File: config.mk
export PLATFORM = sky130hd
export DESIGN_NAME = prime_ctrl
export DESIGN_NICKNAME = d
export VERILOG_FILES = /design/src/rtl/prime_ctrl_pkg.sv /design/src/rtl/prime_ctrl.sv
export SDC_FILE = /design/constraint.sdc
export NUM_CORES = 1
export LEC_CHECK = 0
export CORE_ASPECT_RATIO = 1.75
export CORE_UTILIZATION = 35
export CTS_CLUSTER_SIZE = 8
export DETAILED_ROUTE_END_ITERATION = 8
export GPL_TIMING_DRIVEN = 0
export PLACE_DENSITY = 0.5
export SYNTH_ARGS = -nofsm -noshare
export SYNTH_HDL_FRONTEND = slang
export SYNTH_SLANG_ARGS = --single-unit
File: constraint.sdc
create_clock -name clk -period 9.2 [get_ports clk]
set_input_delay 1.84 -clock clk [delete_from_list [all_inputs] [get_ports clk]]
set_output_delay 1.84 -clock clk [all_outputs]
set_load 0.02 [all_outputs]
File: src/rtl/prime_ctrl_pkg.sv
// Shared constants for the prime detector: controller state encoding and default operand width.
package prime_ctrl_pkg;

    localparam int unsigned NBITS_DEFAULT = 16;

    typedef enum logic [2:0] {
        ST_IDLE  = 3'd0,
        ST_ISSUE = 3'd1,
        ST_WAIT  = 3'd2,
        ST_CHECK = 3'd3,
        ST_DONE  = 3'd4
    } state_e;

endpackage

File: src/rtl/prime_ctrl.sv
// Trial-division primality controller; drives an external divider and tests d = 2, 3, ...
// until a factor is found or the quotient drops to d or below.
//
// state | meaning
// IDLE  | ready for a candidate; small candidates (<4) are decided at once
// ISSUE | presenting n_reg / d to the divider
// WAIT  | waiting for the quotient
// CHECK | divisibility and termination test on q, d
// DONE  | presenting the verdict
module prime_ctrl
    import prime_ctrl_pkg::*;
#(
    parameter int unsigned nbits = NBITS_DEFAULT
) (
    input  logic             clk,
    input  logic             reset,
    input  logic [nbits-1:0] n,
    input  logic             istream_val,
    output logic             istream_rdy,
    output logic             is_prime,
    output logic             ostream_val,
    input  logic             ostream_rdy,
    output logic [nbits-1:0] div_opa,
    output logic [nbits-1:0] div_opb,
    output logic             div_istream_val,
    input  logic             div_istream_rdy,
    input  logic [nbits-1:0] div_result,
    input  logic             div_ostream_val,
    output logic             div_ostream_rdy
);

    localparam logic [nbits-1:0] SMALL_LIM = nbits'(4);
    localparam logic [nbits-1:0] D_FIRST   = nbits'(2);
    localparam logic [nbits-1:0] D_STEP    = nbits'(1);

    state_e             state_q, state_d;
    logic [nbits-1:0]   n_reg_q, n_reg_d;
    logic [nbits-1:0]   dv_q, dv_d;
    logic [nbits-1:0]   quo_q, quo_d;
    logic               verdict_q, verdict_d;
    logic [2*nbits-1:0] prod;
    logic               divisible;

    always_ff @(posedge clk or negedge reset) begin
        if (!reset) begin
            state_q   <= ST_IDLE;
            n_reg_q   <= '0;
            dv_q      <= D_FIRST;
            quo_q     <= '0;
            verdict_q <= 1'b0;
        end else begin
            state_q   <= state_d;
            n_reg_q   <= n_reg_d;
            dv_q      <= dv_d;
            quo_q     <= quo_d;
            verdict_q <= verdict_d;
        end
    end

    assign prod      = {{nbits{1'b0}}, quo_q} * {{nbits{1'b0}}, dv_q};
    assign divisible = (prod == {{nbits{1'b0}}, n_reg_q});

    always_comb begin
        state_d   = state_q;
        n_reg_d   = n_reg_q;
        dv_d      = dv_q;
        quo_d     = quo_q;
        verdict_d = verdict_q;
        case (state_q)
            ST_IDLE: begin
                if (istream_val) begin
                    n_reg_d = n;
                    dv_d    = D_FIRST;
                    if (n < SMALL_LIM) begin
                        // 2 and 3 are the only primes below 4, both with bit 1 set
                        verdict_d = n[1];
                        state_d   = ST_DONE;
                    end else begin
                        state_d = ST_ISSUE;
                    end
                end
            end
            ST_ISSUE: begin
                if (div_istream_rdy) state_d = ST_WAIT;
            end
            ST_WAIT: begin
                if (div_ostream_val) begin
                    quo_d   = div_result;
                    state_d = ST_CHECK;
                end
            end
            ST_CHECK: begin
                if (divisible) begin
                    verdict_d = 1'b0;
                    state_d   = ST_DONE;
                end else if (quo_q <= dv_q) begin
                    // q <= d means d has passed sqrt(n) with no factor found
                    verdict_d = 1'b1;
                    state_d   = ST_DONE;
                end else begin
                    dv_d    = dv_q + D_STEP;
                    state_d = ST_ISSUE;
                end
            end
            ST_DONE: begin
                if (ostream_rdy) state_d = ST_IDLE;
            end
            default: state_d = ST_IDLE;
        endcase
    end

    always_comb begin
        istream_rdy     = reset && (state_q == ST_IDLE);
        ostream_val     = (state_q == ST_DONE);
        is_prime        = (state_q == ST_DONE) && verdict_q;
        div_istream_val = (state_q == ST_ISSUE);
        div_opa         = (state_q == ST_ISSUE) ? n_reg_q : '0;
        div_opb         = (state_q == ST_ISSUE) ? dv_q : '0;
        div_ostream_rdy = (state_q == ST_WAIT);
    end

endmodule

==> key figures <==
Status
  • Status: completed

Floorplanning
  • Core ar.: about 34000 um^2
  • Core Rows: 89
  • Die Area: between 30000 and 40000 um^2
  • Die height: between 200 and 250 um
  • Initial core utilization: 0.356
  • Die width: 142 um
  • # IOs: between 70 and 80

Layout
  • Area of the multi-input gates: slightly below 10000 um^2
  • Nets: ~1800
  • Area grow syn2layout: 12.4%
  • Fill count: roughly 3600
  • Final core occ: 0.401
  • Design area: approximately 14000 um^2
  • Most frequent cells in the layout: 258 x nand2_1, 196 x inv_1, 194 x fa_1
  • Reg area: roughly 1300 um^2
  • # diodes: 0
  • Fraction of layout cells with a size suffix above 1: 0.0508
  • Most common cell after layout, fill and taps aside: nand2_1

Drt
  • First-pass iteration count of the detailed router: 5
  • Wire per inst: roughly 21 um
  • Drt drc: 0
  • Vias: 10000
  • Antenna Nets Post-Route: 0
  • Final wirelength: between 40 and 50 mm
  • Via density: about 5.2
  • Initial DRC count: around 400

Worst setup path
  • Req. time, crit path: between 9000 and 10000 ps
  • Worst r2r src: dv_q[1]
  • CP Class: flip-flop to flip-flop
  • Max FO, Critical Path: 10
  • Worst R2R End: dv_q[12]
  • Worst setup path end: dv_q[12]
  • Setup crit start: dv_q[1]
  • FF-to-FF setup slack: 510 ps
  • Reg2reg path depth: 27
  • Crit. End Element: flip-flop
  • Worst setup SP type: flip-flop
  • Arrival @ worst endpoint: ~8900 ps

Clocking
  • Num Clock Sinks: 52
  • CTS Hold Bufs: 0
  • Root buf cell: clkbuf_16
  • Worst-path clk slew: about 90 ps
  • H-tree depth: 2
  • TritonCTS buffer count: 5
  • CTS tree: built
  • Maximum clock path buffer count: 2
  • Setup Buffers After CTS: 0
  • Worst skew pair latency: ~330 ps

Global route
  • M1 GR Usage: 0.260
  • First-pass GRT wire length: about 62 mm
  • Vias in the first global route: roughly 11000
  • GRT Max-Usage Layer: met2
  • Gr usage total: 0.241
  • Initial antenna violation count: 0
  • Largest net degree at the start of global routing: 38
  • Total gr overflow: 0
  • Met2 usage: 0.459
  • Met3 Use GR: 0.0189

STA
  • Final period utilization: 0.945
  • Max Clock Freq: roughly 0.12 GHz
  • Final min period: 8690 ps
  • Slew Limit Fails: 0
  • Setup TNS: 0 ps
  • Setup ws final: ~510 ps
  • Worst-margin pin slew: 833 ps
  • Final clock skew: between 15 and 20 ps
  • Final Hold Viols: 0
  • # setup viols final: 0
  • Slew margin rel.: 0.445
  • RSZ-0062 raised after global routing: no

Placed design
  • Routability congestion estimate: 0.904
  • IO buf count: 74
  • HPWL after detailed placement: 33.8 mm
  • DP Area: 13400 um^2
  • Pre-CTS setup slack: ~340 ps

Yosys
  • Seq cells post-synth: 52
  • Net count after synthesis: ~1700
  • Yosys Warn Count: 0
  • Mapped Area: around 12000 um^2
  • Post-Syn Instances: 1374
  • Seq/Total Area, Yosys: 0.108
  • Number of flops mapped to enable cells by yosys: 0
  • Synth Flop Type: dfrtp_1
  • Post-synth cell types: 67
  • Avg Inst Size Synth: about 8.8 um^2
  • Post-synth ARST share: 1.00

Pwr
  • Static Leak: about 5.7 nW
  • Power per Cell Area: slightly below 200 nW/um^2
  • Peak VDD IR: between 0.00015 and 0.0002 V
  • Tot Pwr: ~2.6 mW

Worst hold path
  • Hold WC Path Type: flip-flop to flip-flop

Run
  • # Max-Cap Violations: 0
## worst min path at each step
stage,from,to,depth (start not counted)
5_1_grt,n_reg_q[10],n_reg_q[10],2
3_5_place_dp,n_reg_q[0],n_reg_q[0],2
3_3_place_gp,n_reg_q[0],n_reg_q[0],2
6_report,n_reg_q[5],n_reg_q[5],2
2_1_floorplan,n_reg_q[15],n_reg_q[15],2
4_1_cts,n_reg_q[0],n_reg_q[0],2
## synth_stat cells, drive strengths merged (4+ instances only)
cell | instances | share of area
xnor2 | 24 | 0.017
o31ai | 15 | 0.012
and2 | 107 | 0.055
ha | 137 | 0.14
o21a | 9 | 0.0056
or3 | 6 | 0.0031
mux2 | 16 | 0.015
nor3 | 17 | 0.0071
nand3 | 13 | 0.0054
fa | 194 | 0.32
or2 | 4 | 0.0021
o311ai | 7 | 0.0051
dfrtp | 51 | 0.11
nor2 | 36 | 0.011
and3 | 6 | 0.0031
xor2 | 7 | 0.0057
nand4 | 19 | 0.010
a211oi | 7 | 0.0052
o211ai | 8 | 0.0050
o21ai | 22 | 0.0091
nand2 | 258 | 0.080
nor4 | 10 | 0.0062
a21oi | 46 | 0.022
or4 | 11 | 0.0068
inv | 196 | 0.061
buf | 18 | 0.010
a21o | 11 | 0.0068
o22ai | 4 | 0.0021
clkbuf | 64 | 0.020
## cell families after synthesis
family                   synth area share
multiplexers                       0.0174
AO/OA/AOI/OAI                      0.0965
AND/OR/NAND/NOR                     0.200
flip-flops                          0.108
XOR/XNOR                           0.0231
adder cells (fa/ha/maj)             0.464
buffers and inverters              0.0909
## through the flow
stage | std cells | hold slack (ps)
finish | 1912 | 519
global placement | 1903 | 493
global route | 1912 | 551
floorplan | 1374 | 479
detailed placement | 1904 | 504
CTS | 1912 | 524
## worst max-delay path, stage by stage (launching register included)
cell      delay [ps]
dfstp_2          580
clkbuf_1         480
clkbuf_1         470
nand2_1          150
fa_1             530
fa_1             560
inv_1             60
fa_1             490
inv_1             50
fa_1             560
fa_1             440
fa_1             490
inv_1             50
ha_1             280
buf_6            150
a211o_1          280
a21oi_1          360
nor2_1            80
a2111o_1         440
nor4_1           390
and4_1           270
nand4_1          160
nor4_4           510
buf_4            260
buf_6            160
buf_12           140
o211ai_1         100
o31ai_1          110
## layout make-up
type,instances,area share
plain buffers,82,0.0267
clock buffers,5,0.00923
clock inverters,3,0.00212
inverters,196,0.0543
multi-input cells,1044,0.714
flip-flops and latches,52,0.0961
well taps,455,0.0420
repair buffers,75,0.0557
## power breakdown
group / internal, mW / switching, mW
clock network: 0.105 / 0.109
registers: 0.308 / 0.185
logic: 0.742 / 1.16
## flip-flops by register name, summed over array words and instances, names as in the netlist
register and cells:
n_reg_q 16, state_q 3, dv_q 16, verdict_q 1, quo_q 16
## metal layers
metal,up-vias,part of all wire
li1,4573,-
met1,5052,0.36
met2,293,0.55
met3,86,0.035
met4,0,0.058
met5,-,0
## what timing repair did
action | 4_1_cts | 5_1_grt
gates resized for setup | 0 | 1
setup endpoints to repair | 0 | 5
hold endpoints to repair | 0 | 0
No activity file was read; power rests on OpenSTA's default activity.
